$ cat config.mk
export PLATFORM = sky130hd
export DESIGN_NAME = rbe_accumulators_ctrl
export DESIGN_NICKNAME = d
export VERILOG_FILES = /design/src/rtl/rbe_accum_ctrl_pkg.sv /design/src/rtl/rbe_accum_drain_seq.sv /design/src/rtl/rbe_accumulators_ctrl.sv
export SDC_FILE = /design/constraint.sdc
export NUM_CORES = 1
export LEC_CHECK = 0
export CAP_MARGIN = 20
export CELL_PAD_IN_SITES_DETAIL_PLACEMENT = 1
export CELL_PAD_IN_SITES_GLOBAL_PLACEMENT = 2
export CORE_MARGIN = 3
export CORE_UTILIZATION = 18
export DETAILED_ROUTE_END_ITERATION = 8
export PLACE_DENSITY = 0.8
export SYNTH_ARGS = -nofsm -noshare
export SYNTH_HDL_FRONTEND = slang
export SYNTH_HIERARCHICAL = 1
export SYNTH_SLANG_ARGS = --single-unit
$ cat constraint.sdc
create_clock -name clk_i -period 3.63 [get_ports clk_i]
set_input_delay 0.363 -clock clk_i [delete_from_list [all_inputs] [get_ports clk_i]]
set_output_delay 0.363 -clock clk_i [all_outputs]
set_load 0.005 [all_outputs]
$ cat src/rtl/rbe_accum_ctrl_pkg.sv
// Shared types for the accumulator-bank sequencer.
//
// Contents:
//   acc_op_e      command opcode carried on cmd_op_i (CLEAR / DRAIN)
//   ctrl_state_e  sequencer FSM state
package rbe_accum_ctrl_pkg;

    typedef enum logic {
        ACC_OP_CLEAR = 1'b0,
        ACC_OP_DRAIN = 1'b1
    } acc_op_e;

    typedef enum logic [1:0] {
        ST_IDLE  = 2'd0,
        ST_CLEAR = 2'd1,
        ST_DRAIN = 2'd2
    } ctrl_state_e;

endpackage

$ cat src/rtl/rbe_accum_drain_seq.sv
// Drain sequencer: walks the accumulator bank one wide beat at a time and
// presents each beat on a valid/ready output.
//
// Ports:
//   clk_i, rst_ni  clock, asynchronous active-low reset
//   en_i           high for the whole DRAIN state; low clears all progress
//   ready_i        downstream consumed the current beat
//   issue_o        wide read issued to the SCM this cycle
//   raddr_o        SCM read address of the issued beat (beat * WIDTH_FACTOR)
//   valid_o        a beat is held on the SCM wide read port
//   last_o         the held beat is the final one
//   done_o         the final beat is being handed over this cycle
module rbe_accum_drain_seq #(
    parameter int unsigned ADDR_WIDTH   = 5,
    parameter int unsigned NUM_WORDS    = 2**ADDR_WIDTH,
    parameter int unsigned WIDTH_FACTOR = 4
) (
    input  logic                  clk_i,
    input  logic                  rst_ni,
    input  logic                  en_i,
    input  logic                  ready_i,
    output logic                  issue_o,
    output logic [ADDR_WIDTH-1:0] raddr_o,
    output logic                  valid_o,
    output logic                  last_o,
    output logic                  done_o
);

    localparam int unsigned NUM_BEATS = NUM_WORDS / WIDTH_FACTOR;
    localparam int unsigned BW        = (NUM_BEATS > 1) ? $clog2(NUM_BEATS) : 1;
    localparam logic [BW:0]   BEATS_C = (BW+1)'(NUM_BEATS);
    localparam logic [BW-1:0] LAST_C  = BW'(NUM_BEATS - 1);

    // issue_cnt_q counts beats already requested (one extra bit so it can
    // reach NUM_BEATS and stop); out_beat_q tags the beat currently shown.
    logic [BW:0]   issue_cnt_q;
    logic [BW-1:0] out_beat_q;
    logic          valid_q;
    logic          fire;

    assign fire    = valid_q & ready_i;
    // The SCM read port doubles as the output register, so a new read may
    // only be issued when the shown beat is gone or leaving this cycle.
    assign issue_o = en_i & (issue_cnt_q < BEATS_C) & (~valid_q | ready_i);
    assign raddr_o = issue_o ? ADDR_WIDTH'(issue_cnt_q[BW-1:0]) * ADDR_WIDTH'(WIDTH_FACTOR)
                             : '0;
    assign valid_o = valid_q;
    assign last_o  = valid_q & (out_beat_q == LAST_C);
    assign done_o  = fire & (out_beat_q == LAST_C);

    // Beat bookkeeping; everything restarts whenever the drain is not active.
    always_ff @(posedge clk_i or negedge rst_ni) begin
        if (!rst_ni) begin
            issue_cnt_q <= '0;
            out_beat_q  <= '0;
            valid_q     <= 1'b0;
        end else if (!en_i) begin
            issue_cnt_q <= '0;
            out_beat_q  <= '0;
            valid_q     <= 1'b0;
        end else if (issue_o) begin
            issue_cnt_q <= issue_cnt_q + 1'b1;
            out_beat_q  <= issue_cnt_q[BW-1:0];
            valid_q     <= 1'b1;
        end else if (fire) begin
            valid_q     <= 1'b0;
        end
    end

endmodule

$ cat src/rtl/rbe_accumulators_ctrl.sv
// Sequencer for the latch-based accumulator bank. Arbitrates between
// read-modify-write accumulate requests, CLEAR and DRAIN commands, and
// drives every control pin of the SCM.
//
// Ports:
//   clk_i, rst_ni                 clock, asynchronous active-low reset
//   cmd_valid_i/ready_o, cmd_op_i command handshake (0 = CLEAR, 1 = DRAIN)
//   acc_valid_i/ready_o           accumulate handshake
//   acc_addr_i, acc_data_i        target accumulator and signed addend
//   drain_valid_o/ready_i         drain beat handshake
//   drain_data_o, drain_last_o    wide beat (word 0 in LSBs), final-beat flag
//   busy_o                        FSM not idle or accumulate still in flight
//   scm_*                         SCM controls, addresses and data
module rbe_accumulators_ctrl
    import rbe_accum_ctrl_pkg::*;
#(
    parameter int unsigned ADDR_WIDTH   = 5,
    parameter int unsigned DATA_WIDTH   = 32,
    parameter int unsigned NUM_WORDS    = 2**ADDR_WIDTH,
    parameter int unsigned WIDTH_FACTOR = 4
) (
    input  logic                                 clk_i,
    input  logic                                 rst_ni,
    input  logic                                 cmd_valid_i,
    output logic                                 cmd_ready_o,
    input  logic                                 cmd_op_i,
    input  logic                                 acc_valid_i,
    output logic                                 acc_ready_o,
    input  logic [ADDR_WIDTH-1:0]                acc_addr_i,
    input  logic [DATA_WIDTH-1:0]                acc_data_i,
    output logic                                 drain_valid_o,
    input  logic                                 drain_ready_i,
    output logic [WIDTH_FACTOR*DATA_WIDTH-1:0]   drain_data_o,
    output logic                                 drain_last_o,
    output logic                                 busy_o,
    output logic                                 scm_clear_o,
    output logic                                 scm_re_o,
    output logic                                 scm_we_o,
    output logic                                 scm_wide_enable_o,
    output logic [ADDR_WIDTH-1:0]                scm_raddr_o,
    output logic [ADDR_WIDTH-1:0]                scm_waddr_o,
    output logic [DATA_WIDTH-1:0]                scm_wdata_o,
    input  logic [DATA_WIDTH-1:0]                scm_rdata_i,
    input  logic [WIDTH_FACTOR*DATA_WIDTH-1:0]   scm_rdata_wide_i
);

    ctrl_state_e state_q, state_d;

    // run_q keeps both handshakes closed while reset is held and for the
    // first cycle after release, so every output reads 0 during reset.
    logic run_q;

    // Stage W holds the accumulate whose read was issued last cycle; the
    // previous-write slot remembers the address written one cycle ago,
    // because the latch bank only exposes a write one cycle after we.
    logic                  w_valid_q;
    logic [ADDR_WIDTH-1:0] w_addr_q;
    logic [DATA_WIDTH-1:0] w_data_q;
    logic                  pw_valid_q;
    logic [ADDR_WIDTH-1:0] pw_addr_q;

    logic acc_hazard;
    logic acc_fire;
    logic cmd_fire;

    logic                  drain_en;
    logic                  drain_issue;
    logic                  drain_done;
    logic [ADDR_WIDTH-1:0] drain_raddr;

    assign acc_hazard = (w_valid_q  && (acc_addr_i == w_addr_q)) ||
                        (pw_valid_q && (acc_addr_i == pw_addr_q));

    // Commands take priority: a pending command blocks new accumulates so
    // the pipeline drains and the command is accepted within two cycles.
    assign acc_ready_o = run_q && (state_q == ST_IDLE) && !cmd_valid_i && !acc_hazard;
    assign cmd_ready_o = run_q && (state_q == ST_IDLE) && !w_valid_q && !pw_valid_q;
    assign acc_fire    = acc_valid_i && acc_ready_o;
    assign cmd_fire    = cmd_valid_i && cmd_ready_o;

    assign busy_o       = (state_q != ST_IDLE) || w_valid_q || pw_valid_q;
    assign drain_data_o = scm_rdata_wide_i;
    assign drain_en     = (state_q == ST_DRAIN);

    rbe_accum_drain_seq #(
        .ADDR_WIDTH   (ADDR_WIDTH),
        .NUM_WORDS    (NUM_WORDS),
        .WIDTH_FACTOR (WIDTH_FACTOR)
    ) i_drain_seq (
        .clk_i   (clk_i),
        .rst_ni  (rst_ni),
        .en_i    (drain_en),
        .ready_i (drain_ready_i),
        .issue_o (drain_issue),
        .raddr_o (drain_raddr),
        .valid_o (drain_valid_o),
        .last_o  (drain_last_o),
        .done_o  (drain_done)
    );

    // State register plus the out-of-reset qualifier.
    always_ff @(posedge clk_i or negedge rst_ni) begin
        if (!rst_ni) begin
            state_q <= ST_IDLE;
            run_q   <= 1'b0;
        end else begin
            state_q <= state_d;
            run_q   <= 1'b1;
        end
    end

    // Accumulate pipeline: read in the handshake cycle, write back one
    // cycle later, then remember that address for one more cycle.
    always_ff @(posedge clk_i or negedge rst_ni) begin
        if (!rst_ni) begin
            w_valid_q  <= 1'b0;
            w_addr_q   <= '0;
            w_data_q   <= '0;
            pw_valid_q <= 1'b0;
            pw_addr_q  <= '0;
        end else begin
            w_valid_q  <= acc_fire;
            if (acc_fire) begin
                w_addr_q <= acc_addr_i;
                w_data_q <= acc_data_i;
            end
            pw_valid_q <= w_valid_q;
            pw_addr_q  <= w_addr_q;
        end
    end

    // Next state and SCM controls. The write-back of stage W is the default
    // since commands are only accepted once stage W is empty.
    always_comb begin
        state_d           = state_q;
        scm_clear_o       = 1'b0;
        scm_re_o          = 1'b0;
        scm_raddr_o       = '0;
        scm_wide_enable_o = 1'b0;
        scm_we_o          = w_valid_q;
        scm_waddr_o       = w_valid_q ? w_addr_q : '0;
        scm_wdata_o       = w_valid_q ? (scm_rdata_i + w_data_q) : '0;

        case (state_q)
            ST_IDLE: begin
                if (acc_fire) begin
                    scm_re_o    = 1'b1;
                    scm_raddr_o = acc_addr_i;
                end
                if (cmd_fire) begin
                    state_d = (acc_op_e'(cmd_op_i) == ACC_OP_DRAIN) ? ST_DRAIN : ST_CLEAR;
                end
            end
            ST_CLEAR: begin
                scm_clear_o = 1'b1;
                scm_we_o    = 1'b0;
                scm_waddr_o = '0;
                scm_wdata_o = '0;
                state_d     = ST_IDLE;
            end
            ST_DRAIN: begin
                scm_wide_enable_o = 1'b1;
                scm_re_o          = drain_issue;
                scm_raddr_o       = drain_raddr;
                if (drain_done) begin
                    state_d = ST_IDLE;
                end
            end
            default: begin
                state_d = ST_IDLE;
            end
        endcase
    end

endmodule

Word-level counts from Yosys, hierarchy flattened:

Cells that the tools add are included.

* flip-flop bits (word level): 55
* input port bits: 203
* output and inout bits: 179
* word-level logic and storage cells: 71

* $add $sub $neg: 2
* order comparisons: 1
* eq/ne operators: 9
* multiplexer cells: 23
* bitwise logic cells: 7
* reduce and logical (&&, ||, !) cells: 19

Operators by type and width (number)
* 32-bit 2-to-1 mux: 2
* 32-bit adder: 1
* 5-bit 2-to-1 mux: 4
* 5-bit == test: 2
* 5-bit one-hot mux with 2 select lines: 1
* 1-bit logical AND: 9
* 4-bit 2-to-1 mux: 2
* 1-bit 2-to-1 mux: 7
* 2-bit 2-to-1 mux: 3
* 3-bit 2-to-1 mux: 2
* 2-bit inequality test, second input constant: 3
* 1-bit AND: 5
* 4-bit by 1-bit adder with 4-bit output, second input constant: 1
* 1-bit zero test: 4
* 4-bit < comparator, second input constant: 1
* 2-bit one-hot mux with 2 select lines: 1
* 3-bit == test, second input constant: 1
* 1-bit logical OR: 3
* 3-bit inequality test, second input constant: 1
* 2-bit by 1-bit == test with 1-bit output, second input constant: 1
* 2-bit == test, second input constant: 1
* 2-bit zero test: 1
* 1-bit one-hot mux with 2 select lines: 1
* 2-bit AND reduction: 1
* other kinds (3): 3

Depth between registers and ports, before layout:

* depth in word-level cells: 8
* depth in mapped cells: 10
* depth with buffers taken out: 10

Modules after synthesis:

Netlist, hierarchy kept.

By module, submodules not included
* rbe_accumulators_ctrl: instances 1, cells an instance 564, area each 4878.4 µm², sequential area each 1176.1 µm²
* rbe_accum_drain_seq: instances 1, cells an instance 41, area each 427.9 µm², sequential area each 200.2 µm²

Worst setup path before layout:

Ideal clock, no wire load.

* path kind: input-to-output
* from: in scm_rdata_i[1]
* to: out scm_wdata_o[23]
* arrival: 2408 ps
* data required time: 3267 ps
* path slack: 859 ps
* stages on the path: 8
* buffers on the path: 0
* path through: ha_1 -> a211o_1 -> a2111o_1 -> a2111o_1 -> a21oi_2 -> a311o_2 -> nand3_1 -> a21oi_1

* longest elaborated chain between the ends: 3

RTL lines
* start: declaration: RTL line rbe_accumulators_ctrl.sv:43 `input logic [DATA_WIDTH-1:0] scm_rdata_i,`
* 32-bit adder: RTL line rbe_accumulators_ctrl.sv:142 `scm_wdata_o = w_valid_q ? (scm_rdata_i + w_data_q) : '0;`
* 32-bit 2-to-1 mux: RTL line rbe_accumulators_ctrl.sv:142
* 32-bit 2-to-1 mux: RTL line rbe_accumulators_ctrl.sv:144 `case (state_q)`
* end: declaration: RTL line rbe_accumulators_ctrl.sv:42 `output logic [DATA_WIDTH-1:0] scm_wdata_o,`

Every way passes these cells.

Final worst setup path:

* from: in scm_rdata_i[4]
* to: out scm_wdata_o[9]

Same word-level chain as after synthesis.

==> reports/metrics.csv <==
metric,value,unit
maxCapViolCount,0,
async_reset_ff_share,100.0,%
mostFrequentLayoutCell,clkdlybuf4s50_1,
antenna_cells,0,
fin_crit_sh,97.95,%
detail-route-antenna-nets,0,
reg2reg_depth,7,
initial_core_util,18.39,%
drt-pass1-iter-count,5,
rr_endpoint,w_data_q[11]$_DFFE_PN0N_,
drcViolationCount,0,
r2r_slack,1.03,ns
setup_violations,0,
portBuffers,125,
postPlaceCellArea,0.006419,mm²
clkTransAtPathRegs,0.09,ns
synth.top_cell.area_share,25.94,%
rsz0062_at_grt,no,
wl,18430,µm
grt_max_degree,32,
rows,62,
r2r-start,state_q[0]$_DFFE_PN0P_,
synth-seq-area-share,25.94,%
crit_required,3.27,ns
clk_path_buf_depth,2,
first_iter_violations,149,
dpl_worst_slack,-0.5192,ns
fin_nets,893,
crit_path_top_delay_cell,clkdlybuf4s50_1,
finalHoldViolCount,0,
yosysUniqueCellTypes,61,
fin_crit,3.556,ns
num_vias,4466,
power_density,718.5,mW/mm²
die_area,0.03158,mm²
die_x,177.7,µm
power.leakage,3.023,nW
grt_pass1_wl,27830,µm
die_h,177.7,µm
layout.cells.non_filler,1042,
ir_worst_vdd,0.0002270,V
cp-start-kind,input port,
drt-vias-per-instance,4.286,
tritoncts,yes,
syn_inst,605,
detail_route.wl_per_cell,17.69,µm
mostFrequentLayoutCells,"99 x clkdlybuf4s50_1, 65 x buf_4, 55 x dfrtp_1, 36 x nand2_1, 36 x mux2_2",
crit_fanout,4,
area_growth,27.97,%
clock_latency,0.31,ns
avgSynthCellArea,8.771,µm²
cp-end-kind,output pin,
max_freq,281.3,MHz
drive_gt1_share,23.71,%
ctsRootBufferMaster,clkbuf_16,
min-delay-path-class,in -> async,
setup_slack,0.07447,ns
fp.coreArea,0.02886,mm²
ys_ff_latch,55,
critical_path_class,in -> out,
clock-sinks,55,
grt_use_total,11.42,%
place_inst,1025,
cts-buffers-inserted,5,
cp_slowest_stage_delay,0.54,ns
antenna_found_initial,0,
synth_area_leaders,"dfrtp_1 26%, buf_4 18%, mux2_2 7.6%",
hpwl,14800,µm
synth_warnings,6,
grt_overflow_total,0,
synth_top_cell_by_area,dfrtp_1,
clock_skew,0.01048,ns
final_area,0.006790,mm²
syn_area,0.005306,mm²
relSlewSlack,45.55,%
ys.flop_type,dfrtp_1,
io_pins,382,
grt_pass1_vias,4796,
h-tree-depth,2,
arrival,3.19,ns
tightest_slew,0.8150,ns
path_cells,clkdlybuf4s50_1 -> ha_4 -> a21o_2 -> a2111o_1 -> buf_4 -> buf_6 -> a21oi_4 -> or2_4 -> buf_4 -> nand2_1 -> nor2_2 -> clkdlybuf4s50_1,
synth-edff-count,0,
gp_congestion,0.8260,
slew_viol_final,0,
status,"finished, final reports clean",
-- flip-flops by register name (all words and copies together) (netlist names) --
name / count
run_q: 1
state_q: 2
w_valid_q: 1
i_drain_seq/out_beat_q: 3
pw_addr_q: 5
w_addr_q: 5
i_drain_seq/valid_o: 1
i_drain_seq/issue_cnt_q: 4
pw_valid_q: 1
w_data_q: 32
-- logic make-up after synthesis --
| group | count (synthesis) | synth area share, % |
|---|---|---|
| buf+inv | 164 | 21.08 |
| simple gates | 148 | 13.96 |
| compound gates | 136 | 18.02 |
| flops | 55 | 25.94 |
| mux | 44 | 9.149 |
| fa+ha+maj | 33 | 7.923 |
| xor+xnor | 23 | 3.796 |
| other cells | 2 | 0.1415 |
-- final cells by class --
cell class / instances / area (µm²)
fill: 3392 / 22070
multi-input combinational: 387 / 2968
inverter: 15 / 56.30
clock buffer: 5 / 125.1
clock inverter: 3 / 33.78
sequential: 55 / 1376
timing repair buffer: 193 / 1750
tap: 384 / 480.5
-- how the worst max path moves through the flow --
stage	slack [ns]	endpoint	startpoint	cells after the start
after global placement	-0.47	scm_wdata_o[28]	scm_rdata_i[0]	12
after CTS	-0.1	scm_wdata_o[28]	w_data_q[0]$_DFFE_PN0N_	11
after detailed placement	-0.52	scm_wdata_o[28]	scm_rdata_i[0]	12
final	0.07	scm_wdata_o[9]	scm_rdata_i[4]	12
after floorplan	0.86	scm_wdata_o[23]	scm_rdata_i[1]	8
after global routing	0.004	scm_wdata_o[9]	w_data_q[0]$_DFFE_PN0N_	12
-- routing by layer --
layer | track usage (%) | routed length [µm]
met1 | 13.53 | 7720
met5 | 0 | 0
met2 | 20.12 | 9190
met3 | 2.696 | 937
met4 | 3.959 | 581
-- per-stage QoR --
step / TNS (ns) / hold WS (ns) / utilization, % / power [W]
final: 0 / 0.08033 / 23.53 / 0.004879
after floorplan: 0 / 0.06741 / - / 0.002996
after CTS: -0.2102 / 0.1003 / 23.29 / 0.004886
after detailed placement: -6.326 / 0.4308 / 22.24 / 0.004114
after global routing: 0 / 0.1254 / 23.53 / 0.005307
after global placement: -6.124 / 0.4165 / 22.24 / 0.004048
-- critical path: cells and delay by family --
| kind | cells | cell delay (ns) |
|---|---|---|
| adder cells (fa/ha/maj) | 1 | 0.24 |
| AO/OA/AOI/OAI | 3 | 0.82 |
| AND/OR/NAND/NOR | 3 | 0.34 |
| buffers and inverters | 5 | 1.43 |
-- report_power, final --
group	switching, W	leakage (nW)	internal, W	total [W]
combinational	0.00160	2.27	0.00164	0.00323
sequential	0.000197	0.672	0.000882	0.00108
clock	0.000297	0.0776	0.000269	0.000566
-- cells in the mapped netlist, types with 9 or more instances --
cell type	instances
a21o_1	16
a21oi_1	33
and3_1	9
buf_4	130
clkbuf_1	11
dfrtp_1	55
ha_1	32
inv_1	14
mux2_2	36
nand2_1	36
nor2_1	33
nor3_1	20
o21a_1	14
o21ai_0	17
xnor2_1	11
xor2_1	12
-- timing repair --
action / CTS / global route
hold buffers: 0 / 0
setup buffers: 9 / 2
pin swaps: 17 / 13
resized for setup: 49 / 23
endpoints found under the setup margin: 22 / 15
Note: power is estimated with default switching activity, not from simulation.
